--- config.mk ---
export PLATFORM = sky130hd
export DESIGN_NAME = fetch_sequencer
export DESIGN_NICKNAME = d
export VERILOG_FILES = /design/src/rtl/cpu_pkg.sv /design/src/rtl/fetch_next_pc.sv /design/src/rtl/fetch_sequencer.sv
export SDC_FILE = /design/constraint.sdc
export NUM_CORES = 1
export LEC_CHECK = 0
export ABC_AREA = 1
export CORE_UTILIZATION = 50
export CTS_CLUSTER_DIAMETER = 40
export DETAILED_ROUTE_END_ITERATION = 8
export HOLD_SLACK_MARGIN = 0.15
export PLACE_DENSITY = 0.91
export REMOVE_ABC_BUFFERS = 1
export SETUP_SLACK_MARGIN = 0.05
export SKIP_LAST_GASP = 1
export SYNTH_ARGS = -nofsm -noshare
export SYNTH_HDL_FRONTEND = slang
export SYNTH_SLANG_ARGS = --single-unit
--- constraint.sdc ---
create_clock -name clk -period 3.6 [get_ports clk]
set_input_delay 0.9 -clock clk [delete_from_list [all_inputs] [get_ports clk]]
set_output_delay 0.9 -clock clk [all_outputs]
set_load 0.02 [all_outputs]
--- src/rtl/cpu_pkg.sv ---
// Shared front-end types: fetch FSM state encoding, instruction size and default vectors.
package cpu_pkg;

  typedef enum logic [1:0] {
    ST_BOOT,
    ST_REQ,
    ST_WAIT,
    ST_HOLD
  } fetch_state_e;

  localparam int unsigned INSTR_BYTES          = 4;
  localparam logic [31:0] DEFAULT_RESET_VECTOR = 32'h0000_0000;
  localparam logic [31:0] DEFAULT_TRAP_VECTOR  = 32'h0000_0100;

endpackage : cpu_pkg

--- src/rtl/fetch_next_pc.sv ---
// Next-PC selection: trap > redirect > sequential > hold, plus misaligned-redirect detection.
module fetch_next_pc
  import cpu_pkg::*;
#(
  parameter int unsigned                    INSTRUCTION_BITSIZE = 32,
  parameter logic [INSTRUCTION_BITSIZE-1:0] TRAP_VECTOR         = INSTRUCTION_BITSIZE'(DEFAULT_TRAP_VECTOR)
) (
  input  logic [INSTRUCTION_BITSIZE-1:0] pc_i,
  input  logic                           advance_i,
  input  logic                           trap_i,
  input  logic                           redirect_valid_i,
  input  logic [INSTRUCTION_BITSIZE-1:0] redirect_target_i,
  output logic [INSTRUCTION_BITSIZE-1:0] pc_next_o,
  output logic                           flow_change_o,
  output logic                           misalign_o
);

  assign flow_change_o = trap_i | redirect_valid_i;
  assign misalign_o    = redirect_valid_i & ~trap_i & (redirect_target_i[1:0] != 2'b00);

  always_comb begin
    // NOTE: default assignment first so no path through the block leaves pc_next_o unassigned (no latch).
    pc_next_o = pc_i;
    if (trap_i) begin
      pc_next_o = TRAP_VECTOR;
    end else if (redirect_valid_i) begin
      pc_next_o = misalign_o ? TRAP_VECTOR : redirect_target_i;
    end else if (advance_i) begin
      pc_next_o = pc_i + INSTRUCTION_BITSIZE'(INSTR_BYTES);
    end
  end

endmodule : fetch_next_pc

--- src/rtl/fetch_sequencer.sv ---
// Instruction-fetch controller: owns the PC, issues one-outstanding imem fetches and
// presents {pc, instr} to decode; redirects/traps squash in-flight work.
module fetch_sequencer
  import cpu_pkg::*;
#(
  parameter int unsigned                    INSTRUCTION_BITSIZE = 32,
  parameter logic [INSTRUCTION_BITSIZE-1:0] RESET_VECTOR        = INSTRUCTION_BITSIZE'(DEFAULT_RESET_VECTOR),
  parameter logic [INSTRUCTION_BITSIZE-1:0] TRAP_VECTOR         = INSTRUCTION_BITSIZE'(DEFAULT_TRAP_VECTOR)
) (
  input  logic                           clk,
  input  logic                           reset_n,
  output logic                           imem_req_valid,
  input  logic                           imem_req_ready,
  output logic [INSTRUCTION_BITSIZE-1:0] imem_req_addr,
  input  logic                           imem_rsp_valid,
  input  logic [INSTRUCTION_BITSIZE-1:0] imem_rsp_data,
  input  logic                           redirect_valid,
  input  logic [INSTRUCTION_BITSIZE-1:0] redirect_target,
  input  logic                           trap,
  output logic                           if_valid,
  input  logic                           if_ready,
  output logic [INSTRUCTION_BITSIZE-1:0] if_pc,
  output logic [INSTRUCTION_BITSIZE-1:0] if_instr,
  output logic                           misalign_fault
);

  fetch_state_e                   state_q;
  logic [INSTRUCTION_BITSIZE-1:0] pc_q;
  logic [INSTRUCTION_BITSIZE-1:0] if_pc_q;
  logic [INSTRUCTION_BITSIZE-1:0] if_instr_q;
  logic                           kill_q;
  logic                           req_valid_q;
  logic                           if_valid_q;
  logic                           fault_q;

  logic                           active;
  logic                           handshake;
  logic                           consume;
  logic                           flow_change;
  logic                           misalign;
  logic [INSTRUCTION_BITSIZE-1:0] pc_next;

  assign active    = (state_q != ST_BOOT);
  assign handshake = req_valid_q & imem_req_ready;
  assign consume   = (state_q == ST_HOLD) & if_valid_q & if_ready;

  fetch_next_pc #(
    .INSTRUCTION_BITSIZE(INSTRUCTION_BITSIZE),
    .TRAP_VECTOR        (TRAP_VECTOR)
  ) u_next_pc (
    .pc_i             (pc_q),
    .advance_i        (consume),
    .trap_i           (trap),
    .redirect_valid_i (redirect_valid),
    .redirect_target_i(redirect_target),
    .pc_next_o        (pc_next),
    .flow_change_o    (flow_change),
    .misalign_o       (misalign)
  );

  // NOTE: all state updates use non-blocking assignments so every register samples pre-edge values.
  always_ff @(posedge clk or negedge reset_n) begin
    if (!reset_n) begin
      state_q     <= ST_BOOT;
      pc_q        <= RESET_VECTOR;
      kill_q      <= 1'b0;
      req_valid_q <= 1'b0;
      if_valid_q  <= 1'b0;
      if_pc_q     <= '0;
      if_instr_q  <= '0;
      fault_q     <= 1'b0;
    end else begin
      fault_q <= 1'b0;
      if (active) begin
        pc_q <= pc_next;
      end

      if (active && flow_change) begin
        fault_q    <= misalign;
        if_valid_q <= 1'b0;
        // A request already in memory must have its response swallowed before refetching.
        if (handshake || (state_q == ST_WAIT && !imem_rsp_valid)) begin
          kill_q      <= 1'b1;
          req_valid_q <= 1'b0;
          state_q     <= ST_WAIT;
        end else begin
          kill_q      <= 1'b0;
          req_valid_q <= 1'b1;
          state_q     <= ST_REQ;
        end
      end else begin
        case (state_q)
          ST_BOOT: begin
            req_valid_q <= 1'b1;
            state_q     <= ST_REQ;
          end
          ST_REQ: begin
            if (imem_req_ready) begin
              req_valid_q <= 1'b0;
              state_q     <= ST_WAIT;
            end
          end
          ST_WAIT: begin
            if (imem_rsp_valid) begin
              if (kill_q) begin
                kill_q      <= 1'b0;
                req_valid_q <= 1'b1;
                state_q     <= ST_REQ;
              end else begin
                if_valid_q <= 1'b1;
                if_pc_q    <= pc_q;
                if_instr_q <= imem_rsp_data;
                state_q    <= ST_HOLD;
              end
            end
          end
          ST_HOLD: begin
            if (if_ready) begin
              if_valid_q  <= 1'b0;
              req_valid_q <= 1'b1;
              state_q     <= ST_REQ;
            end
          end
          default: begin
            req_valid_q <= 1'b0;
            state_q     <= ST_BOOT;
          end
        endcase
      end
    end
  end

  assign imem_req_valid = req_valid_q;
  assign imem_req_addr  = pc_q;
  assign if_valid       = if_valid_q;
  assign if_pc          = if_pc_q;
  assign if_instr       = if_instr_q;
  assign misalign_fault = fault_q;

endmodule : fetch_sequencer
**Word-level counts from Yosys, hierarchy flattened**

Index checks and enable logic that the tools add are counted.

- Bits in registers: 102
- Bits of input ports: 71
- Output and inout bits: 99
- Word-level logic and storage cells: 71

- Add/sub/neg operators: 1
- Equality and inequality tests: 8
- Multiplexer cells: 28
- Bitwise operators: 9
- Reductions and logical operators: 17

Operator list:

| kind | count |
|---|---|
| $mux 32 | 4 |
| $add 32x3->32 const B | 1 |
| $mux 1 | 15 |
| $mux 2 | 6 |
| $ne 3x3->1 const B | 4 |
| $reduce_and 4->1 | 3 |
| $pmux 2 s4 | 1 |
| $reduce_bool 2->1 | 4 |
| $reduce_bool 3->1 | 2 |
| $and 1x1->1 | 5 |
| $eq 2x2->1 const B | 2 |
| $pmux 1 s4 | 1 |
| $reduce_and 2->1 | 2 |
| $ne 3x2->1 const B | 1 |
| $not 1->1 | 3 |
| $reduce_and 3->1 | 1 |
| $eq 2x1->1 const B | 1 |
| $logic_and 1x1->1 | 2 |
| $logic_not 2->1 | 1 |
| $pmux 1 s2 | 1 |
| $logic_not 1->1 | 1 |
| $logic_or 1x1->1 | 1 |
| $or 1x1->1 | 1 |

**Logic depth before layout (Yosys ltp)**

Gate-level depths: netlist of run 1.

- Depth in word-level cells: 6
- Depth in mapped cells: 10
- Gate-level depth less buffers: 10

**Cells and area by module**

From an unflattened synthesis of run 1, not the netlist that was laid out.

- Cells, all modules: 761
- Area total of the unflattened synthesis: 5845.6 um^2

Modules (own cells, without submodules):

| module | times used | cells each | area each (um^2) | sequential area each (um^2) |
|---|---|---|---|---|
| fetch_sequencer | 1 | 443 | 4384.2 | 2552.4 |
| fetch_next_pc | 1 | 318 | 1461.4 | 0.0 |

**Least setup slack after synthesis of run 1**

Ideal clock, no wire load.

- Path kind: input-to-reg
- Start: input redirect_valid
- End: register if_instr_q[10], in the netlist if_instr[10]
- Library setup time: 125 ps
- Arrival: 1910 ps
- Data required time: 3475 ps
- Slack: 1565 ps
- Cell stages on the path: 5
- Buffers on the path: 2
- Path through: buf_2 > o21ai_4 > nand3_4 > buf_6 > mux2_4

- Longest elaborated chain between the ends: 4

RTL lines:

| what | RTL line | source |
|---|---|---|
| start: declaration | fetch_sequencer.sv:17 | `input logic redirect_valid,` |
| $or 1x1->1 | fetch_next_pc.sv:18 | `assign flow_change_o = trap_i \| redirect_valid_i;` |
| $logic_and 1x1->1 | fetch_sequencer.sv:78 | `if (active && flow_change) begin` |
| $not 1->1 (no line) | n/a |  |
| $reduce_and 4->1 (no line) | n/a |  |
| end signal: assignment | fetch_sequencer.sv:112 | `if_instr_q <= imem_rsp_data;` |
| end: declaration | fetch_sequencer.sv:30 | `logic [INSTRUCTION_BITSIZE-1:0] if_instr_q;` |

No other way between the ends.
A chain may end at the register's enable or synchronous reset.

**Worst setup path after layout of run 1**

- Start: input redirect_valid
- End: register if_instr_q[14], in the netlist if_instr[14]

The elaborated chain is that of the path after synthesis.

==> impl_metrics.toml, run 1 <==
[finish]
diodes = 0
area_growth_pct = 39.2
multi_input_area_um2 = 2280
drive_above_1_share_pct = 6.73
fin_nets = 861
instances_no_fill = 921
regArea_um2 = 2550
fillCellCount = 748

[setup_path]
worstPathMaxFanout = 39
crit_chain = "clkdlybuf4s50_1 > o21ai_4 > nand3_4 > buf_12 > mux2_4"
path_buf_inv = 2
cp-end-kind = "flop"
worstPathRequired_ns = 3.85
crit_arrival_ns = 2.82
critical_path_class = "input port to flop"
critical-path-top-delay-family = "buffers and inverters"
start_kind = "input port"
cp_slowest_cell = "clkdlybuf4s50_1"
slowest_delay_ns = 0.56

[yosys]
yosysMostFrequentCell = "nand2_1"
seq_area_frac_synth_pct = 49.5
synth_commonest_cells = "nand2_1, dfrtp_1, nor2_1"
synth.area.top_cells = "dfrtp_1, nand2_1, mux2_4, nor2_1, o21ai_0"
postSynthAreaPerCell_um2 = 8.34
synth_edf_count = 0
synth_top_area_cell = "dfrtp_1"
yosysWarnings = 0
synth_flop_cell = "dfrtp_1"
ys_ff_latch = 102
yosys.area.top_type_share_pct = 49.5
synth_area_um2 = 5150
ys_async_sr_fraction_pct = 100
yosysUniqueCellTypes = 31
syn-instance-count = 618

[sta]
finClkSkew_ns = 0.0108
rsz0062_at_grt = "no"
fmax_mhz = 389
tightest_slew_ns = 0.562
whs_ns = 0.495
setup_viol = 0
fin_crit_ns = 2.57
drv_slew = 0
hold_viol_final = 0
fin_crit_sh_pct = 71.5
max_slew_margin_pct = 62.6
setup_tns_ns = 0

[power_and_ir_drop]
design_power_total_mw = 5.21
pwr-share-clk_pct = 14.8
switching_power_mw = 2.05
swShare_pct = 39.4
p_comb_share_pct = 48.0
leakage_nw = 3.20
vdd_drop_max_uv = 421
intPower_mw = 3.16
pwr-share-seq_pct = 37.2
p_per_area_nw_per_um2 = 726

[clock_network]
path_clk_slew_ns = 0.10
cts_buffer_depth = 2
cts_tree = "built"
holdBufCountCts = 0
cts_buffers = 9
post_cts_buffers = 0
cts-resized-gates = 0
cts_sinks = 102
clk_latency_ns = 0.37
htree_levels = 3
root_buffer = "clkbuf_8"

[drt]
drt_first_pass_iters = 5
avgViaCountPerCell = 5.15
routed_wl_um = 13800
drc_errors = 0
initialDrtViolationCount = 320
wl_per_cell_um = 15.0
ant_nets = 0
dr_total_vias = 4744

[global_routing]
grt-ovfl-total = 0
grt_pass1_wl_um = 23000
grt_util_all_layers_pct = 26.7
grt_pass1_vias = 4624
antenna_found_initial = 0
grt_max_degree = 103

[floorplanning]
core_area_um2 = 9860
num_io_pins = 170
die_y_um = 104
dieArea_um2 = 10700
start_util_pct = 52.3
std_cell_rows = 36
die_w_um = 104

[place]
dp.cells = 906
place.gp.congestion = 0.883
port_buffers = 169
dp_hpwl_um = 10100

[run_status]
status = "complete, no violations"

[job]
cap_violations = 0

[worst_hold_path]
hold_path_class = "flop to flop"
[worst paths after layout]
kind                                startpoint           end  slack (ns)  cells after the start
worst max-delay path            redirect_valid  if_instr[14]        1.03                      5
worst min-delay path                  if_pc[8]      if_pc[8]        0.50                      2
worst max register to register      state_q[0]  if_instr[14]        1.36                      7
worst min register to register        if_pc[8]      if_pc[8]        0.50                      2
max in group asynchronous              reset_n      if_pc[0]        2.60                      2
min in group asynchronous              reset_n  if_instr[10]        0.59                      2
[area by class of cell]
type	count	area share [%]
sequential	102	35.6
clock buffer	11	1.83
timing repair buffer	175	24.7
multi-input combinational	443	31.8
clock inverter	4	1.01
tap	133	2.32
inverter	53	2.77
[placed cells by master (no fill, tap or decap), types with 3 or more instances in the layout]
| cell | synthesis | final |
|---|---|---|
| o21ai_0 | 52 | 52 |
| a21oi_1 | 8 | 8 |
| nand2_1 | 176 | 176 |
| o211ai_1 | 4 | 4 |
| o21ai_1 | 12 | 12 |
| buf_4 | 1 | 4 |
| inv_1 | 51 | 51 |
| buf_12 | 0 | 3 |
| o22ai_1 | 3 | 3 |
| clkdlybuf4s50_1 | 0 | 168 |
| nor2_1 | 98 | 98 |
| nand3_1 | 39 | 39 |
| mux2_1 | 6 | 6 |
| dfrtp_1 | 102 | 102 |
| mux2_4 | 26 | 26 |
| clkbuf_8 | 0 | 9 |
| ha_1 | 6 | 6 |
[metal layers]
metal | track usage, % | share of wire, % | vias to the layer above
met4 | 8.39 | 1.7 | 0
li1 | - | - | 2306
met5 | 0 | 0 | -
met3 | 4.15 | 6.9 | 16
met1 | 36.3 | 44 | 2210
met2 | 44.1 | 48 | 212
[flip-flops by register name, indices dropped and copies added (netlist names)]
register and cells:
if_instr 32, if_pc 32, imem_req_addr 32, state_q 2, if_valid 1, imem_req_valid 1
kill_q 1, misalign_fault 1
[tightest hold or removal path: stages, from the launching register on]
cell     delay, ns
dfrtp_1       0.36
nand2_1       0.05
o21ai_0       0.06
[through the flow]
stage               utilization, %  setup slack [ns]  cell area (um2)
CTS                           72.7              1.05             7170
global route                  72.7             0.900             7170
global placement              70.6             0.746             6970
detailed placement            70.6             0.660             6970
finish                        72.7              1.03             7170
floorplan                        -              1.04             5030
[power groups by stage]
stage	Sequential (mW)	Clock, mW	Combinational, mW
finish	1.94	0.771	2.50
detailed placement	1.95	0	2.50
CTS	1.93	0.777	2.51
floorplan	2.37	0	0.844
global placement	1.93	0	2.43
global route	2.00	0.829	2.68
[cells by family after synthesis]
logic type / share of synthesized area, %
multiplexers: 8.88
AND/OR/NAND/NOR: 25.0
XOR/XNOR: 0.170
flip-flops: 49.5
buffers and inverters: 6.26
AO/OA/AOI/OAI: 8.69
adder cells (fa/ha/maj): 1.46
No activity file was read; power rests on OpenSTA's default activity.
==> inputs of run 2 (changes only) <==
--- a/config.mk
+++ b/config.mk
@@ -6,11 +6,11 @@
 export NUM_CORES = 1
 export LEC_CHECK = 0
 export ABC_AREA = 1
-export CORE_UTILIZATION = 50
+export CORE_UTILIZATION = 46
 export CTS_CLUSTER_DIAMETER = 40
 export DETAILED_ROUTE_END_ITERATION = 8
 export HOLD_SLACK_MARGIN = 0.15
-export PLACE_DENSITY = 0.91
+export PLACE_DENSITY = 0.85
 export REMOVE_ABC_BUFFERS = 1
 export SETUP_SLACK_MARGIN = 0.05
 export SKIP_LAST_GASP = 1
==> constraint.sdc (replaced) <==
create_clock -name clk -period 2.4 [get_ports clk]
set_input_delay 0.6 -clock clk [delete_from_list [all_inputs] [get_ports clk]]
set_output_delay 0.6 -clock clk [all_outputs]
set_load 0.02 [all_outputs]
==> run 2 against run 1 <==
Critical path type is now flop to flop. Critical endpoint is now if_instr[3]. Clock-buffer cell count unchanged. Cell count grew 1.2%. Sequential cell count unchanged. Core utilization fell by 6.4 points. Global-route usage fell by 2.0 points. Non-clock buffer count grew 4. Cell area is 0.61% higher. Wire length down 0.36%.
==> impl_metrics.toml, run 2 (synthesized netlist as in run 1, its figures left out) <==
[run_status]
status = "complete, no violations"

[power_and_ir_drop]
leakage_nw = 3.23
p_comb_share_pct = 48.0
pwr-share-clk_pct = 15.2
intPower_mw = 4.81
p_per_area_nw_per_um2 = 1090
switching_power_mw = 3.07
swShare_pct = 39.0
pwr-share-seq_pct = 36.7
vdd_drop_max_uv = 790

[setup_path]
rr_worst_depth = 7
cp_slowest_cell = "dfrtp_1"
crit_start = "state_q[0]"
critical_path_class = "flop to flop"
cp.depth = 7
path_buf_inv = 3
slowest_delay_ns = 0.44
rr_endpoint = "if_instr[3]"
worstPathMaxFanout = 96
cp-end-kind = "flop"
critical-path-top-delay-family = "simple AND/OR/NAND/NOR gates"
start_kind = "flop"
worstReg2RegStart = "state_q[0]"
crit_arrival_ns = 2.37
path_common_cell = "inv_1"
crit_chain = "inv_1 > ha_1 > inv_1 > nor2_1 > nand3_4 > buf_12 > mux2_1"
worstPathRequired_ns = 2.64
setup.worst_path.end = "if_instr[3]"
reg2reg_slack_ns = 0.27

[finish]
multi_input_area_um2 = 2280
fillCellCount = 901
regArea_um2 = 2550
final_cell_mix = "nand2_1, clkdlybuf4s50_1, dfrtp_1"
design_area_um2 = 7220
fin_nets = 865
diodes = 0
mostFrequentLayoutCell = "nand2_1"
area_growth_pct = 40.0
instances_no_fill = 932
drive_above_1_share_pct = 7.45
final_core_util_pct = 66.3

[sta]
rsz0062_at_grt = "no"
fin_crit_ns = 2.13
setup_viol = 0
hold_viol_final = 0
fin_crit_sh_pct = 88.7
fmax_mhz = 470
setup_tns_ns = 0
max_slew_margin_pct = 63.9
finalWorstSetupSlack_ns = 0.271
tightest_slew_ns = 0.542
drv_slew = 0
finClkSkew_ns = 0.00825

[place]
place_area_um2 = 7000
pre_cts_ws_ns = 0.107
dp.cells = 917
port_buffers = 169
dp_hpwl_um = 10300
place.gp.congestion = 0.852

[floorplanning]
dieArea_um2 = 11600
start_util_pct = 47.3
num_io_pins = 170
core_area_um2 = 10900
die_w_um = 108
std_cell_rows = 38
die_y_um = 108

[global_routing]
antenna_found_initial = 0
grt_pass1_wl_um = 22400
grt_max_degree = 97
grt-ovfl-total = 0
grt_util_all_layers_pct = 24.7
grt_pass1_vias = 4604

[clock_network]
cts_sinks = 102
holdBufCountCts = 0
cts-resized-gates = 0
cts_tree = "built"
cts_buffers = 9
htree_levels = 3
post_cts_buffers = 0
root_buffer = "clkbuf_8"
clk_latency_ns = 0.36
cts_buffer_depth = 2
path_clk_slew_ns = 0.09

[drt]
drt_first_pass_iters = 5
drc_errors = 0
initialDrtViolationCount = 317
avgViaCountPerCell = 5.10
dr_total_vias = 4750
wl_per_cell_um = 14.8
ant_nets = 0
routed_wl_um = 13800

[worst_hold_path]
hold_path_class = "input port to async pin"

[job]
cap_violations = 0
-- run 2: layout make-up --
class                      instances  area share, %
sequential                       102           35.4
multi-input combinational        443           31.6
timing repair buffer             179           24.8
inverter                          53           2.76
tap                              140           2.43
clock buffer                      11           2.10
clock inverter                     4          0.971
-- run 2: through the flow --
| stage | power, mW | hold slack [ns] |
|---|---|---|
| after floorplan | 4.82 | 0.304 |
| after global placement | 6.55 | 0.471 |
| after detailed placement | 6.71 | 0.473 |
| after CTS | 7.94 | 0.216 |
| after global routing | 8.37 | 0.242 |
| final | 7.88 | 0.217 |
-- run 2: worst min-delay path by stage --
stage | startpoint | endpoint | slack [ns] | depth (start not counted)
floorplan | reset_n | if_instr[0] | 0.30 | 0
global placement | if_pc[0] | if_pc[0] | 0.47 | 2
detailed placement | if_pc[9] | if_pc[9] | 0.47 | 2
CTS | reset_n | if_instr[22] | 0.22 | 1
global route | reset_n | if_instr[10] | 0.24 | 1
finish | reset_n | imem_req_addr[22] | 0.22 | 1
-- run 2: power groups by stage --
stage	clock network (mW)	registers, mW	logic, mW
6_report	1.20	2.90	3.79
3_3_place_gp	0	2.88	3.67
5_1_grt	1.30	2.99	4.08
4_1_cts	1.24	2.89	3.81
3_5_place_dp	0	2.92	3.80
2_1_floorplan	0	3.55	1.27
-- run 2: per-layer routing --
metal  GRT usage, %  share of wire, %  vias up
met5              0                 0        -
met4           5.28              0.66        0
met3           4.48               6.3        9
met2           42.9                49      189
met1           32.1                44     2237
li1               -                 -     2315
-- run 2: worst register-to-register path, delay by kind of cell (launching register included) --
family	cells	cell delay, ns
simple gates	2	0.48
buf+inv	3	0.43
mux	1	0.46
fa+ha+maj	1	0.21
flops	1	0.44
==> inputs of run 3 (changes only) <==
--- a/config.mk
+++ b/config.mk
@@ -6,6 +6,7 @@
 export NUM_CORES = 1
 export LEC_CHECK = 0
 export ABC_AREA = 1
+export CORE_MARGIN = 10
 export CORE_UTILIZATION = 46
 export CTS_CLUSTER_DIAMETER = 40
 export DETAILED_ROUTE_END_ITERATION = 8
==> run 3 against run 2 <==
Clock skew up 0.0013 ns. Clock power down 8%. Sequential cell count unchanged. Setup slack better by 0.016 ns. Total power down 0.73%. Cell area up 0.16%. Clock-buffer cell count up 3. Maximum frequency up 0.74%. First-iteration DRC count down 8.2%. Via count down 0.19%.
==> impl_metrics.toml, run 3 (synthesized netlist as in run 1, its figures left out) <==
[run_status]
status = "complete, no violations"

[power_and_ir_drop]
p_per_area_nw_per_um2 = 1080
vdd_drop_max_uv = 599
leakage_nw = 3.24

[global_routing]
grt_pass1_vias = 4757
antenna_found_initial = 0
grt_pass1_wl_um = 25500
grt_util_all_layers_pct = 19.5
grt_max_degree = 54
grt-ovfl-total = 0

[setup_path]
cp_slowest_cell = "clkdlybuf4s50_1"
worstReg2RegStart = "state_q[0]"
crit_chain = "clkdlybuf4s50_1"
reg2reg_slack_ns = 0.38
critical-path-top-delay-family = "buffers and inverters"
rr_endpoint = "if_instr[1]"
critical_path_class = "flop to output pin"
crit_arrival_ns = 1.51
worstPathRequired_ns = 1.80
slowest_delay_ns = 0.66
cp-end-kind = "output pin"
start_kind = "flop"
worstPathMaxFanout = 6
path_buf_inv = 1
rr_worst_depth = 7

[drt]
drc_errors = 0
wl_met3_um = 1190
wl_met1_um = 6750
wl_met2_um = 7420
top_layer = "met4"
drt_first_pass_iters = 5
dr_total_vias = 4741
wl_per_cell_um = 16.6
avgViaCountPerCell = 5.07
routed_wl_um = 15500
initialDrtViolationCount = 291
ant_nets = 0

[clock_network]
cts_buffer_depth = 2
cts_sinks = 102
htree_levels = 3
cts-resized-gates = 0
cts_tree = "built"
root_buffer = "clkbuf_8"
clk_latency_ns = 0.37
path_clk_slew_ns = 0.09
post_cts_buffers = 0
cts_buffers = 9
holdBufCountCts = 0

[finish]
fillCellCount = 919
diodes = 0
final_core_util_pct = 66.4
design_area_um2 = 7230
drive_above_1_share_pct = 7.80
area_growth_pct = 40.2
fin_nets = 867
final_cell_mix = "nand2_1, clkdlybuf4s50_1, dfrtp_1"
mostFrequentLayoutCell = "nand2_1"

[floorplanning]
die_y_um = 126
die_w_um = 126
dieArea_um2 = 15800
std_cell_rows = 38
core_area_um2 = 10900
num_io_pins = 170
start_util_pct = 47.3

[sta]
setup_viol = 0
max_slew_margin_pct = 62.0
tightest_slew_ns = 0.571
fin_crit_ns = 2.11
fmax_mhz = 473
hold_viol_final = 0
drv_slew = 0
rsz0062_at_grt = "no"
finClkSkew_ns = 0.00957
fin_crit_sh_pct = 88.1
setup_tns_ns = 0

[place]
port_buffers = 169
place.gp.congestion = 0.882
dp_hpwl_um = 11900
place_area_um2 = 7020

[worst_hold_path]
hold_path_class = "input port to async pin"

[job]
cap_violations = 0
[run 3: cell types whose count changed in the layout (fill, tap and decap cells not counted)]
cell        before  now
clkbuf_8        11   14
bufinv_16        2    0
buf_4            9   10
clkinvlp_4       0    1
buf_12           2    3
clkinv_2         2    1
[run 3: final cells by class]
type | instances | area, um2 | area share, %
well taps | 140 | 175 | 2.42
multi-input cells | 443 | 2280 | 31.5
clock buffers | 14 | 193 | 2.67
clock inverters | 2 | 12.5 | 0.173
inverters | 53 | 199 | 2.75
repair buffers | 181 | 1820 | 25.1
flip-flops and latches | 102 | 2550 | 35.3
[run 3: per-layer routing]
| layer | vias up | track usage, % |
|---|---|---|
| met4 | 0 | 4.69 |
| li1 | 2324 | - |
| met1 | 2224 | 24.8 |
| met5 | - | 0 |
| met3 | 13 | 6.38 |
| met2 | 180 | 31.4 |
[run 3: per-stage QoR]
step | hold WS, ns | power, mW | std cells | setup slack [ns]
4_1_cts | 0.218 | 7.90 | 935 | 0.266
3_3_place_gp | 0.467 | 6.64 | 919 | 0.139
5_1_grt | 0.230 | 8.34 | 935 | 0.202
3_5_place_dp | 0.473 | 6.77 | 919 | 0.0412
6_report | 0.209 | 7.83 | 935 | 0.287
2_1_floorplan | 0.304 | 4.82 | 598 | 0.0181
[run 3: power breakdown]
| part | switching [mW] | internal (mW) |
|---|---|---|
| Combinational | 2.01 | 1.84 |
| Clock | 0.584 | 0.518 |
| Sequential | 0.532 | 2.34 |
| Total | 3.13 | 4.70 |
[run 3: worst max path at each step]
stage,start,end,cells past startpoint
5_1_grt,imem_req_addr[23],imem_req_addr[23],1
6_report,imem_req_addr[23],imem_req_addr[23],1
2_1_floorplan,state_q[0],if_instr[0],6
3_3_place_gp,redirect_valid,imem_req_addr[17],9
4_1_cts,imem_req_addr[23],imem_req_addr[23],1
3_5_place_dp,redirect_valid,imem_req_addr[15],9
